`src/rtl/matmul_pkg.sv`:
```
`default_nettype none
// +----------------------------------------------------------------------------+
// | Module   : matmul_pkg                                                      |
// | Purpose  : Shared widths and scheduler state encoding for the matmul       |
// |            scheduler slice.                                                |
// | Revision : 1.0  initial release                                            |
// +----------------------------------------------------------------------------+
package matmul_pkg;

  localparam int ELEM_W    = 8;    // int8 matrix element
  localparam int ACC_W     = 32;   // accumulated result element
  localparam int MAT_IN_W  = 32;   // packed 2x2 int8 operand
  localparam int MAT_OUT_W = 128;  // packed 2x2 int32 result

  typedef enum logic [1:0] {
    IDLE  = 2'd0,
    ISSUE = 2'd1,
    WAIT  = 2'd2,
    RESP  = 2'd3
  } sched_state_t;

endpackage
`default_nettype wire

```
`src/rtl/matmul_sched_if.sv`:
```
`default_nettype none
// +----------------------------------------------------------------------------+
// | Module   : matmul_sched_if                                                 |
// | Purpose  : Request, response and accelerator handshake bundle of the       |
// |            matmul scheduler. slave = scheduler side, master = environment |
// |            (requesters, response consumer, accelerator).                   |
// | Revision : 1.0  initial release                                            |
// +----------------------------------------------------------------------------+
interface matmul_sched_if
  import matmul_pkg::*;
#(
  parameter int NUM_REQ = 4,
  parameter int ID_W    = $clog2(NUM_REQ)
);

  logic [NUM_REQ-1:0]          req_valid;
  logic [NUM_REQ-1:0]          req_ready;
  logic [NUM_REQ*MAT_IN_W-1:0] req_a;
  logic [NUM_REQ*MAT_IN_W-1:0] req_b;

  logic                        rsp_valid;
  logic                        rsp_ready;
  logic [ID_W-1:0]             rsp_id;
  logic [MAT_OUT_W-1:0]        rsp_c;
  logic                        rsp_err;

  logic                        acc_start;
  logic [MAT_IN_W-1:0]         acc_a;
  logic [MAT_IN_W-1:0]         acc_b;
  logic                        acc_busy;
  logic                        acc_done;
  logic [MAT_OUT_W-1:0]        acc_c;

  modport slave (
    input  req_valid, req_a, req_b, rsp_ready, acc_busy, acc_done, acc_c,
    output req_ready, rsp_valid, rsp_id, rsp_c, rsp_err, acc_start, acc_a, acc_b
  );

  modport master (
    output req_valid, req_a, req_b, rsp_ready, acc_busy, acc_done, acc_c,
    input  req_ready, rsp_valid, rsp_id, rsp_c, rsp_err, acc_start, acc_a, acc_b
  );

endinterface
`default_nettype wire

```
`src/rtl/matmul_sched_rr_arbiter.sv`:
```
`default_nettype none
// +----------------------------------------------------------------------------+
// | Module   : rr_arbiter                                                      |
// | Purpose  : Combinational wrap-around priority pick starting at ptr.        |
// |            Produces a one-hot grant, its encoded index and an any flag.    |
// | Revision : 1.0  initial release                                            |
// +----------------------------------------------------------------------------+
module rr_arbiter #(
  parameter int NUM_REQ = 4,
  parameter int ID_W    = $clog2(NUM_REQ)
) (
  input  logic [NUM_REQ-1:0] req,
  input  logic [ID_W-1:0]    ptr,
  output logic [NUM_REQ-1:0] grant,
  output logic [ID_W-1:0]    idx,
  output logic               any
);

  logic [ID_W-1:0] w_cand;

  // Scan from the farthest offset back to ptr so the nearest set bit wins last.
  always_comb begin
    grant  = '0;
    idx    = '0;
    any    = 1'b0;
    w_cand = '0;
    for (int off = NUM_REQ - 1; off >= 0; off--) begin
      w_cand = ID_W'((int'(ptr) + off) % NUM_REQ);
      if (req[w_cand]) begin
        grant         = '0;
        grant[w_cand] = 1'b1;
        idx           = w_cand;
        any           = 1'b1;
      end
    end
  end

endmodule
`default_nettype wire

```
`src/rtl/matmul_sched.sv`:
```
`default_nettype none
// +----------------------------------------------------------------------------+
// | Module   : matmul_sched                                                    |
// | Purpose  : Round-robin scheduler sharing one matmul accelerator between    |
// |            NUM_REQ requesters, with a tagged response channel and a WAIT   |
// |            timeout.                                                        |
// | Revision : 1.0  initial release                                            |
// +----------------------------------------------------------------------------+
module matmul_sched
  import matmul_pkg::*;
#(
  parameter int NUM_REQ = 4,
  parameter int ID_W    = $clog2(NUM_REQ),
  parameter int TIMEOUT = 64
) (
  input  logic           clk,
  input  logic           rst_n,
  matmul_sched_if.slave  bus
);

  localparam int TMR_W = $clog2(TIMEOUT + 1);

  sched_state_t         r_state;
  sched_state_t         w_state_nxt;
  logic [ID_W-1:0]      r_ptr;
  logic [ID_W-1:0]      r_id;
  logic [ID_W-1:0]      w_win_idx;
  logic [NUM_REQ-1:0]   w_grant;
  logic                 w_win_any;
  logic [MAT_IN_W-1:0]  r_op_a;
  logic [MAT_IN_W-1:0]  r_op_b;
  logic [MAT_OUT_W-1:0] r_rsp_c;
  logic                 r_rsp_err;
  logic [TMR_W-1:0]     r_timer;
  logic                 w_expire;

  rr_arbiter #(
    .NUM_REQ (NUM_REQ),
    .ID_W    (ID_W)
  ) u_arb (
    .req   (bus.req_valid),
    .ptr   (r_ptr),
    .grant (w_grant),
    .idx   (w_win_idx),
    .any   (w_win_any)
  );

  // Timer holds the count of done-less WAIT cycles already seen, so this is
  // the TIMEOUT-th such cycle.
  assign w_expire = (r_timer == TMR_W'(TIMEOUT - 1));

  // State register.
  always_ff @(posedge clk) begin
    if (!rst_n) r_state <= IDLE;
    else        r_state <= w_state_nxt;
  end

  // Next-state logic; a done in the expiry cycle takes the normal path.
  always_comb begin
    w_state_nxt = r_state;
    case (r_state)
      IDLE:    if (w_win_any)        w_state_nxt = ISSUE;
      ISSUE:   if (!bus.acc_busy)    w_state_nxt = WAIT;
      WAIT:    if (bus.acc_done || w_expire) w_state_nxt = RESP;
      RESP:    if (bus.rsp_ready)    w_state_nxt = IDLE;
      default:                       w_state_nxt = IDLE;
    endcase
  end

  // Operand capture, pointer advance, timer and result registers.
  always_ff @(posedge clk) begin
    if (!rst_n) begin
      r_ptr     <= '0;
      r_id      <= '0;
      r_op_a    <= '0;
      r_op_b    <= '0;
      r_timer   <= '0;
      r_rsp_c   <= '0;
      r_rsp_err <= 1'b0;
    end else begin
      case (r_state)
        IDLE: begin
          if (w_win_any) begin
            r_op_a <= bus.req_a[int'(w_win_idx) * MAT_IN_W +: MAT_IN_W];
            r_op_b <= bus.req_b[int'(w_win_idx) * MAT_IN_W +: MAT_IN_W];
            r_id   <= w_win_idx;
            r_ptr  <= (w_win_idx == ID_W'(NUM_REQ - 1)) ? '0 : w_win_idx + 1'b1;
          end
        end
        ISSUE: begin
          if (!bus.acc_busy) r_timer <= '0;
        end
        WAIT: begin
          if (bus.acc_done) begin
            r_rsp_c   <= bus.acc_c;
            r_rsp_err <= 1'b0;
          end else if (w_expire) begin
            r_rsp_c   <= '0;
            r_rsp_err <= 1'b1;
          end else begin
            r_timer   <= r_timer + 1'b1;
          end
        end
        default: ;
      endcase
    end
  end

  // Outputs decoded from state; grants are suppressed while reset is held.
  always_comb begin
    bus.req_ready = (r_state == IDLE && rst_n) ? w_grant : '0;
    bus.acc_start = (r_state == ISSUE) && !bus.acc_busy;
    bus.acc_a     = (r_state == ISSUE || r_state == WAIT) ? r_op_a : '0;
    bus.acc_b     = (r_state == ISSUE || r_state == WAIT) ? r_op_b : '0;
    bus.rsp_valid = (r_state == RESP);
    bus.rsp_id    = r_id;
    bus.rsp_c     = r_rsp_c;
    bus.rsp_err   = r_rsp_err;
  end

endmodule
`default_nettype wire

```
`src/flat_wrapper.sv`:
```
// flat-port wrapper written by rule: the top's interface ports become plain ports
module matmul_sched_flat import matmul_pkg::*;
#(
  parameter int NUM_REQ = 4,
  parameter int ID_W    = $clog2(NUM_REQ),
  parameter int TIMEOUT = 64
)
  (clk, rst_n, bus_req_valid, bus_req_a, bus_req_b, bus_rsp_ready, bus_acc_busy, bus_acc_done, bus_acc_c, bus_req_ready, bus_rsp_valid, bus_rsp_id, bus_rsp_c, bus_rsp_err, bus_acc_start, bus_acc_a, bus_acc_b);
  matmul_sched_if #(.NUM_REQ(NUM_REQ), .ID_W(ID_W)) bus_i ();
  input  logic clk;
  input  logic rst_n;
  input wire logic [$bits(bus_i.req_valid)-1:0] bus_req_valid;
  input wire logic [$bits(bus_i.req_a)-1:0] bus_req_a;
  input wire logic [$bits(bus_i.req_b)-1:0] bus_req_b;
  input wire logic [$bits(bus_i.rsp_ready)-1:0] bus_rsp_ready;
  input wire logic [$bits(bus_i.acc_busy)-1:0] bus_acc_busy;
  input wire logic [$bits(bus_i.acc_done)-1:0] bus_acc_done;
  input wire logic [$bits(bus_i.acc_c)-1:0] bus_acc_c;
  output wire logic [$bits(bus_i.req_ready)-1:0] bus_req_ready;
  output wire logic [$bits(bus_i.rsp_valid)-1:0] bus_rsp_valid;
  output wire logic [$bits(bus_i.rsp_id)-1:0] bus_rsp_id;
  output wire logic [$bits(bus_i.rsp_c)-1:0] bus_rsp_c;
  output wire logic [$bits(bus_i.rsp_err)-1:0] bus_rsp_err;
  output wire logic [$bits(bus_i.acc_start)-1:0] bus_acc_start;
  output wire logic [$bits(bus_i.acc_a)-1:0] bus_acc_a;
  output wire logic [$bits(bus_i.acc_b)-1:0] bus_acc_b;
  assign bus_i.req_valid = bus_req_valid;
  assign bus_i.req_a = bus_req_a;
  assign bus_i.req_b = bus_req_b;
  assign bus_i.rsp_ready = bus_rsp_ready;
  assign bus_i.acc_busy = bus_acc_busy;
  assign bus_i.acc_done = bus_acc_done;
  assign bus_i.acc_c = bus_acc_c;
  assign bus_req_ready = bus_i.req_ready;
  assign bus_rsp_valid = bus_i.rsp_valid;
  assign bus_rsp_id = bus_i.rsp_id;
  assign bus_rsp_c = bus_i.rsp_c;
  assign bus_rsp_err = bus_i.rsp_err;
  assign bus_acc_start = bus_i.acc_start;
  assign bus_acc_a = bus_i.acc_a;
  assign bus_acc_b = bus_i.acc_b;
  matmul_sched #(.NUM_REQ(NUM_REQ), .ID_W(ID_W), .TIMEOUT(TIMEOUT)) u_core (.clk(clk), .rst_n(rst_n), .bus(bus_i));
endmodule
```
`config.mk`:
```
export PLATFORM = sky130hd
export DESIGN_NAME = matmul_sched_flat
export DESIGN_NICKNAME = d
export VERILOG_FILES = /design/src/rtl/matmul_pkg.sv /design/src/rtl/matmul_sched_if.sv /design/src/rtl/matmul_sched_rr_arbiter.sv /design/src/rtl/matmul_sched.sv /design/src/flat_wrapper.sv
export SDC_FILE = /design/constraint.sdc
export NUM_CORES = 1
export LEC_CHECK = 0
export ABC_AREA = 1
export CAP_MARGIN = 40
export CORE_AREA = 2 2 230 232
export CTS_CLUSTER_SIZE = 20
export DETAILED_ROUTE_END_ITERATION = 16
export DIE_AREA = 0 0 232 234
export GPL_TIMING_DRIVEN = 0
export MAX_ROUTING_LAYER = met4
export PLACE_DENSITY = 0.57
export SETUP_SLACK_MARGIN = 0.3
export SLEW_MARGIN = 25
export SYNTH_ARGS = -nofsm -noshare
export SYNTH_HDL_FRONTEND = slang
export SYNTH_SLANG_ARGS = --single-unit
```
`constraint.sdc`:
```
create_clock -name clk -period 4.75 [get_ports clk]
set_clock_uncertainty 0.2 [all_clocks]
set_input_delay 1.425 -clock clk [delete_from_list [all_inputs] [get_ports clk]]
set_output_delay 1.425 -clock clk [all_outputs]
set_load 0.02 [all_outputs]
```
* Word level (Yosys, flattened, before mapping)
Cells that the tools add are included.
** Storage, ports and cells
- Bits in registers :: 206
- Input port bits :: 393
- Output and inout bits :: 201
** Operators by class
- Add/sub/neg operators :: 5
- Magnitude comparators :: 8
- Equality and inequality tests :: 11
- Shift-type cells :: 2
- Mux-type cells :: 45
- Reductions and logical operators :: 16
** Operators by type and width (count)
- 2-to-1 mux 128 bit :: 2
- variable part select 128 x 8 -> 32 bit :: 2
- 2-to-1 mux 32 bit :: 2
- 2-to-1 mux 7 bit :: 3
- 2-to-1 mux 4 bit :: 5
- 2-to-1 mux 2 bit :: 9
- 2-to-1 mux 1 bit :: 14
- case mux 7 bit (2 select lines) :: 1
- < comparator 2 x 3 -> 1 bit (second input constant) :: 4
- != test 2 bit (second input constant) :: 5
- binary-select mux 1 bit (select 2 bit) :: 4
- demux 1 bit (select 2 bit) :: 4
- greater-or-equal comparator 2 x 1 -> 1 bit (second input constant) :: 4
- case mux 2 bit (4 select lines) :: 1
- AND reduction 4 bit :: 2
- adder 7 x 1 -> 7 bit (second input constant) :: 1
- equality test 7 x 6 -> 1 bit (second input constant) :: 1
- equality test 2 bit (second input constant) :: 3
- logical AND 1 bit :: 6
- adder 2 x 1 -> 2 bit (second input constant) :: 2
- adder 2 bit (second input constant) :: 2
- AND reduction 2 bit :: 2
- nonzero test 2 bit :: 2
- equality test 2 x 1 -> 1 bit (second input constant) :: 1
- other kinds (4) :: 5

* Longest topological paths before layout
Gate-level depths: netlist of run 1.
- Word-level depth :: 10
- Depth in mapped cells :: 18

* Modules after synthesis
A second synthesis of run 1 with hierarchy kept.
** Second synthesis, totals
- Cells, all modules :: 1632
- Area, all modules :: 10729.0 µm²
** By module, submodules not included
- matmul_sched :: instances 1, cells each 1546, area each 10226.1 µm², sequential area each 4124.0 µm²
- rr_arbiter :: instances 1, cells each 86, area each 503.0 µm², sequential area each 0.0 µm²

* Worst setup path after synthesis of run 1
Ideal clock, no wire load.
- Kind :: input-to-output
- From :: input bus_req_valid[1]
- To :: output bus_req_ready[3]
- Data arrival time :: 2519 ps
- Required time :: 3125 ps
- Setup slack :: 606 ps
- Stages :: 9
- Buffers on the path :: 0
- Cells stage by stage :: inv_1 nand2_1 nand3_1 nand2_1 inv_2 nand3_1 o21ai_0 o211ai_1 a21oi_1
** Between the ends
- Longest elaborated chain between the ends :: 7
- Elaborated cells on any way between the ends :: 13
** Ends and longest elaborated chain
- start, declared :: line flat_wrapper.sv:12 : input wire logic [$bits(bus_i.req_valid)-1:0] bus_req_valid;
- binary-select mux 1 bit (select 2 bit) :: line matmul_sched_rr_arbiter.sv:29 : if (req[w_cand]) begin
- 2-to-1 mux 1 bit (implied by the code) :: line matmul_sched_rr_arbiter.sv:29
- 2-to-1 mux 4 bit (3 in a row) :: line matmul_sched_rr_arbiter.sv:29
- 2-to-1 mux 4 bit * :: line matmul_sched_rr_arbiter.sv:29
- 2-to-1 mux 4 bit * :: line matmul_sched.sv:111 : bus.req_ready = (r_state == IDLE && rst_n) ? w_grant : '0;
- end, declared :: line flat_wrapper.sv:19 : output wire logic [$bits(bus_i.req_ready)-1:0] bus_req_ready;
Mark *: on every way between the ends. The rest lies on a longest branch, timed or not. The select of a mux whose other input is x is not followed.

* Final worst setup path of run 1
- From :: register u_core.r_state[0]
- To :: output bus_acc_a[17]
** Between the ends
- Longest elaborated chain between the ends :: 3
- Elaborated cells on any way between the ends :: 4
** Ends and longest elaborated chain
- start, declared :: line matmul_sched.sv:23 : sched_state_t r_state;
- start signal, assigned :: line matmul_sched.sv:55 : else r_state <= w_state_nxt;
- equality test 2 x 1 -> 1 bit / equality test 2 bit (equally long branches) :: line matmul_sched.sv:113 : bus.acc_a = (r_state == ISSUE || r_state == WAIT) ? r_op_a : '0;
- logical OR 1 bit * :: line matmul_sched.sv:113
- 2-to-1 mux 32 bit * :: line matmul_sched.sv:113
- end, declared :: line flat_wrapper.sv:25 : output wire logic [$bits(bus_i.acc_a)-1:0] bus_acc_a;
Mark *: on every way between the ends. The rest lies on a longest branch, timed or not.

==> results of run 1 <==
-- cell usage after synthesis --
| cell | n | share of area [%] |
|---|---|---|
| nor2_1 | 185 | 6.4 |
| nand4_1 | 1 | 0.057 |
| nor2_2 | 2 | 0.11 |
| a221oi_1 | 1 | 0.080 |
| nand2_2 | 6 | 0.34 |
| nor3_1 | 3 | 0.14 |
| nand2_1 | 614 | 21 |
| buf_6 | 12 | 1.2 |
| buf_4 | 5 | 0.34 |
| o22ai_1 | 1 | 0.057 |
| clkinv_1 | 1 | 0.034 |
| nand3b_1 | 31 | 2.1 |
| buf_2 | 16 | 0.73 |
| nand2_4 | 1 | 0.10 |
| a21oi_1 | 142 | 6.5 |
| and3_1 | 34 | 2.0 |
| o211ai_1 | 3 | 0.21 |
| o21ai_1 | 1 | 0.046 |
| a211oi_1 | 3 | 0.21 |
| clkbuf_1 | 66 | 2.3 |
| buf_1 | 14 | 0.48 |
| inv_4 | 2 | 0.11 |
| dfxtp_1 | 206 | 38 |
| o21a_1 | 1 | 0.069 |
| o21ai_0 | 9 | 0.41 |
| inv_1 | 217 | 7.5 |
| o221ai_1 | 2 | 0.16 |
| inv_2 | 4 | 0.14 |
| ha_1 | 14 | 1.6 |
| nand3_1 | 165 | 7.6 |
-- layout make-up --
type	count	share of cell area [%]
sequential	206	22.1
buffer	113	3.09
timing repair buffer	596	32.1
inverter	224	4.55
multi-input combinational	1219	29.1
clock buffer	35	3.98
clock inverter	8	0.409
tap	688	4.61
antenna	8	0.107
-- sequential cells by signal, indices dropped and copies added, names as in the netlist --
signal,count
u_core.bus.rsp_err,1
u_core.r_ptr,2
u_core.bus.rsp_c,128
u_core.r_op_b,32
u_core.r_state,2
u_core.r_op_a,32
u_core.r_timer,7
u_core.bus.rsp_id,2
-- critical path, stage by stage (launching register included) --
cell             delay (ns)
dfxtp_1                0.39
inv_1                  0.10
ha_1                   0.35
clkbuf_4               0.27
clkbuf_4               0.29
nand2_1                0.08
inv_1                  0.09
clkdlybuf4s50_1        0.61
-- worst max path at each step --
stage / startpoint / endpoint / slack, ns / cells past startpoint
global placement: bus_req_valid[3] / bus_req_ready[3] / -0.47 / 11
detailed placement: bus_req_valid[1] / bus_req_ready[0] / -0.50 / 11
CTS: u_core.r_state[0] / bus_acc_b[29] / 0.25 / 7
floorplan: bus_req_valid[1] / bus_req_ready[3] / 0.61 / 9
global route: u_core.r_state[1] / bus_acc_a[7] / 0.29 / 7
finish: u_core.r_state[0] / bus_acc_a[17] / 0.40 / 7
-- stage by stage --
step / worst slack (ns) / std cells / utilization [%]
after global routing: 0.287 / 3097 / 35.9
after global placement: -0.466 / 3042 / 34.0
final: 0.397 / 3097 / 35.9
after detailed placement: -0.504 / 3044 / 34.0
after CTS: 0.251 / 3088 / 35.7
after floorplan: 0.606 / 1762 / -
-- cell families (layout without fill, tap and decap cells) --
kind of cell | after synthesis | count (layout) | synth area share (%)
compound gates | 163 | 163 | 7.76
fa+ha+maj | 14 | 14 | 1.61
buf+inv | 337 | 976 | 12.8
flops | 206 | 206 | 37.8
other cells | 0 | 8 | 0
simple gates | 1042 | 1042 | 39.9
-- power groups by stage --
stage | Sequential (W) | Clock [W] | Combinational (W)
floorplan | 0.00240 | 0 | 0.00346
global placement | 0.00229 | 0 | 0.00606
detailed placement | 0.00231 | 0 | 0.00610
CTS | 0.00227 | 0.00199 | 0.00618
global route | 0.00231 | 0.00206 | 0.00678
finish | 0.00227 | 0.00193 | 0.00612
-- routing by layer --
metal | wire length (um) | GRT usage, %
met4 | 1490 | 6.15
met5 | 0 | -
met3 | 4850 | 5.29
met1 | 21400 | 21.7
met2 | 25700 | 33.2
-- what timing repair did --
action	4_1_cts	5_1_grt
hold buffers	0	0
resized for setup	56	25
pin swaps	4	6
buffers inserted	1	1
endpoints found under the setup margin	59	43
cloned	0	0
==> metrics, run 1 <==
f_max approximately 0.23 GHz; Std-Cell Rows 84; FF-to-FF setup slack approximately 1.2 ns; synthesized area about 11000 um^2; Slew Viols, Final 0; largest net degree at the start of global routing 13; WS Path Type reg -> out; DRT Wirelength 53500 um; sequential element share of the synthesized area 37.8%; CTS tree done; Root Buffer clkbuf_16; HPWL Detailed between 40000 and 50000 um; Core Footprint 52000 um^2; Clk pwr share between 10% and 20%; Area Growth Syn to Fin 71.2%; setup violators final 0; WHS Endpoint u_core.r_timer[6]; worst-path fanout max 10; GRT Total Usage about a fifth; CTS max path bufs 3; CP Launch Type register; Die W 232 um; CTS H-Tree Depth 1; status finished, final reports clean; R2R Path End u_core.r_op_b[17]; Yosys warnings 0; Area after DPL roughly 18000 um^2; first-pass GRT wire length around 78000 um; routability cong. a little over 0.9; die height approximately 230 um; vias post-DR around 13000; Ports around 590; crit share post-route between 90 and 100%; DRC Markers 0; library cells used by synthesis 30; R2R cell count 12; fin nets between 2000 and 3000; Max-slew headroom a little under half; worst vdd ir approximately 0.36 mV; internal power 0.00546 W; most frequent cells in the layout nand2_1, clkdlybuf4s50_1, inv_1; Starting Density approximately a fifth; Worst-Skew Late Latency around 0.54 ns; number of global-route vias before repair approximately 13000; share of layout cells above drive strength 1 4.87%; FF+latch area around 4100 um^2; post-route cell area about 19000 um^2; worst slew pin tran approximately 0.81 ns; remaining global-route overflow 0; hold path start u_core.r_timer[6]; initial antenna violation count 9; max_cap viols 0; gate count after technology mapping 1762; worst hold path cell count 1; Syn Area/Cell between 6 and 7 um^2; total power just over 0.01 W; worst hold margin 0.258 ns; routed vias/inst between 4 and 5; Hold Vio Cnt, Final 0; fillcell total about 5600; 1st-pass router iterations 5; leading cell type in the layout, fill and taps excluded nand2_1; WP data arrival around 2.7 ns; final worst path period need ~4.4 ns; Required @ worst endpoint approximately 3.1 ns; switching share of power 47.1%; Die ar. 54300 um^2; clock sink total ~210; footprint of the multi-input gates around 5400 um^2; Critical Path End Type output pin; combinational fraction of design power between 50% and 60%; # port buffers 592; RSZ-0062 raised after global routing yes; Flop pwr share 22.0%; CTS buffer count 25; Post-Syn Nets between 2000 and 2500; #FFs+latches synth roughly 200; Hold Crit Class reg -> reg; DR WL/cell 17.3 um; post-route ant nets 0; launch point of the worst reg-to-reg path u_core.r_ptr[1]; initial DRC count approximately 630; CTS clk-pin slew, worst paths ~0.070 ns; pwr dens around 550 nW/um^2; sw power between 0.004 and 0.005 W; setup TNS 0 ns; Leak Pwr 8.43 nW
(Power assumes the default switching activity.)
==> run 2, diff against run 1 <==
- CELL_PAD_IN_SITES_DETAIL_PLACEMENT: default -> 2
- CELL_PAD_IN_SITES_GLOBAL_PLACEMENT: default -> 2
- CORE_AREA: 2 2 230 232 -> default
- CORE_UTILIZATION: default -> 20
- DIE_AREA: 0 0 232 234 -> default
- PLACE_DENSITY: 0.57 -> 0.93
- SLEW_MARGIN: 25 -> 10
==> metrics, run 2 (synthesis results as in run 1) <==
status finished, final reports clean; final worst path period need 4.38 ns (+0.0320 ns); DRC Markers 0 (unchanged); vias post-DR 14300 (+6.1%); number of global-route vias before repair 16200 (+22%); R2R cell count 12 (unchanged); Root Buffer clkbuf_16; CP Launch Type primary input; leading cell type in the layout, fill and taps excluded nand2_1; Max-slew headroom 42.7% (-3.2 points); most frequent CP cell nand2_2; Critical Path End Type output pin; Leak Pwr 8.43 nW (about the same); CP endpoint bus_req_ready[3]; RSZ-0062 raised after global routing yes; remaining global-route overflow 0 (unchanged); CTS max path bufs 3 (unchanged); DR WL/cell 22.0 um (+27%); Worst-Skew Late Latency 0.55 ns (about the same); FF-to-FF setup slack 1.22 ns (about the same); Levels on crit path 11 (+4); max incr delay on CP 0.26 ns (-0.35 ns); post-route ant nets 0 (unchanged); Ports 594 (unchanged); WS Path Type in -> out; Starting Density 20.2% (-0.70 points); total power 0.0108 W (+4.7%); routability cong. 0.939 (+3.3%); share of layout cells above drive strength 1 5.31% (+0.44 points); R2R Path End u_core.r_op_b[13]; 1st-pass router iterations 5 (unchanged); CP Buf/Inv Count 4 (-1); Hold Vio Cnt, Final 0 (unchanged); pwr dens 576 nW/um^2 (+4.1%); first-pass GRT wire length 101000 um (+30%); Critical Path Start bus_req_valid[0]; launch point of the worst reg-to-reg path u_core.r_ptr[1]; max_cap viols 0 (unchanged); WP data arrival 2.76 ns (+0.03 ns); fin nets 2797 (+0.18%); clock sink total 206 (unchanged); Core Footprint 53800 um^2 (+3.4%); f_max 0.228 GHz (-0.73%); Area after DPL 17700 um^2 (+0.16%); Slew Viols, Final 0 (unchanged); Required @ worst endpoint 3.12 ns (about the same); Die W 235 um (+1.5%); CP max stage cell dlygate4sd2_1; largest net degree at the start of global routing 14 (+1); worst slew pin tran 0.860 ns (+0.0475 ns); setup ws final 0.365 ns (-0.0320 ns); Layout Utilization 34.8% (-1.0 points); HPWL Detailed 54400 um (+25%); Std-Cell Rows 85 (+1.2%); worst-path fanout max 5 (-5); Area Growth Syn to Fin 72.1%; initial DRC count 511 (-18%); CTS Hold Bufs 0 (unchanged); critical path cell sequence dlygate4sd2_1 -> inv_2 -> nand2_2 -> nand3_2 -> nand2_2 -> inv_4 -> nand3_4 -> o21ai_1 -> o211ai_1 -> a21oi_2 -> buf_4; post-route cell area 18800 um^2 (+0.54%); most frequent cells in the layout nand2_1, clkdlybuf4s50_1, inv_1; CTS buffer count 27 (+8.0%); Hold Crit Class reg -> reg; worst hold path cell count 2 (+1); Die ar. 55400 um^2 (+2.1%); GRT Total Usage 24.7% (+5.4 points); max reg flops 128 (unchanged); die height 235 um (+0.60%); routed vias/inst 4.58 (+5.5%); CTS clk-pin slew, worst paths 0.06 ns (about the same); initial antenna violation count 10 (+1); CTS H-Tree Depth 1 (unchanged); # port buffers 592 (unchanged); DRT Wirelength 68500 um (+28%); setup violators final 0 (unchanged); CP top delay family buffers and inverters; worst vdd ir 0.190 mV (-47%); crit share post-route 92.3% (+0.67 points); CTS tree done; pre-CTS setup slack -0.576 ns (-0.0723 ns); worst hold margin 0.264 ns (+0.00588 ns)
## run 2: cell types whose count changed in the layout (fill, tap and decap cells not counted), sizes merged
cell	delta
buf	+1
bufinv	+1
clkbuf	+4
clkdlybuf4s15	-2
clkdlybuf4s50	-1
clkinv	+1
clkinvlp	+3
diode	+1
dlygate4sd2	+5
dlymetal6s2s	-3
inv	-1
## run 2: final cells by class
type,instances,area (um^2)
multi-input combinational,1219,5440
antenna,9,22.5
inverter,224,851
tap,696,871
timing repair buffer,599,5990
sequential,206,4120
clock buffer,36,759
fill,6305,35100
clock inverter,12,125
buffer,113,574
## run 2: worst reg2reg max path: stages (launching register included)
cell	delay (ns)
dfxtp_1	0.46
inv_1	0.21
ha_1	0.36
inv_1	0.11
nand3_1	0.13
nand2_2	0.15
clkinv_4	0.10
nand4_1	0.16
nand2_2	0.16
nor2_2	0.54
clkbuf_1	0.46
and3_1	0.31
nor2_1	0.07
## run 2: worst min-delay path by stage
stage	startpoint	to	slack, ns
floorplan	u_core.r_timer[6]	u_core.r_timer[6]	0.22
global placement	u_core.r_timer[6]	u_core.r_timer[6]	0.24
detailed placement	u_core.bus.rsp_c[75]	u_core.bus.rsp_c[75]	0.26
CTS	u_core.bus.rsp_c[75]	u_core.bus.rsp_c[75]	0.27
global route	u_core.bus.rsp_c[0]	u_core.bus.rsp_c[0]	0.29
finish	u_core.bus.rsp_c[78]	u_core.bus.rsp_c[78]	0.26
## run 2: what timing repair did
action	4_1_cts	5_1_grt
setup buffers	3	1
pin swaps	4	4
setup endpoints to repair	65	18
gates resized for setup	60	18
## run 2: per-layer routing
metal / global-route usage (%) / vias up / wire length [um]
met5: - / - / 0
met4: 12.8 / 0 / 3770
met3: 6.95 / 142 / 5050
met2: 44.1 / 538 / 34400
met1: 24.4 / 6878 / 25200
li1: - / 6696 / -
## run 2: stage by stage
stage               instances  setup TNS (ns)
detailed placement       3053           -2.16
floorplan                1762               0
global route             3113               0
CTS                      3104               0
global placement         3050           -1.75
finish                   3114               0
## run 2: report_power, final
part	internal [W]	switching, W	total, W
Sequential	0.00209	0.000214	0.00230
Clock	0.00123	0.000859	0.00209
Combinational	0.00224	0.00417	0.00641
Total	0.00555	0.00524	0.0108
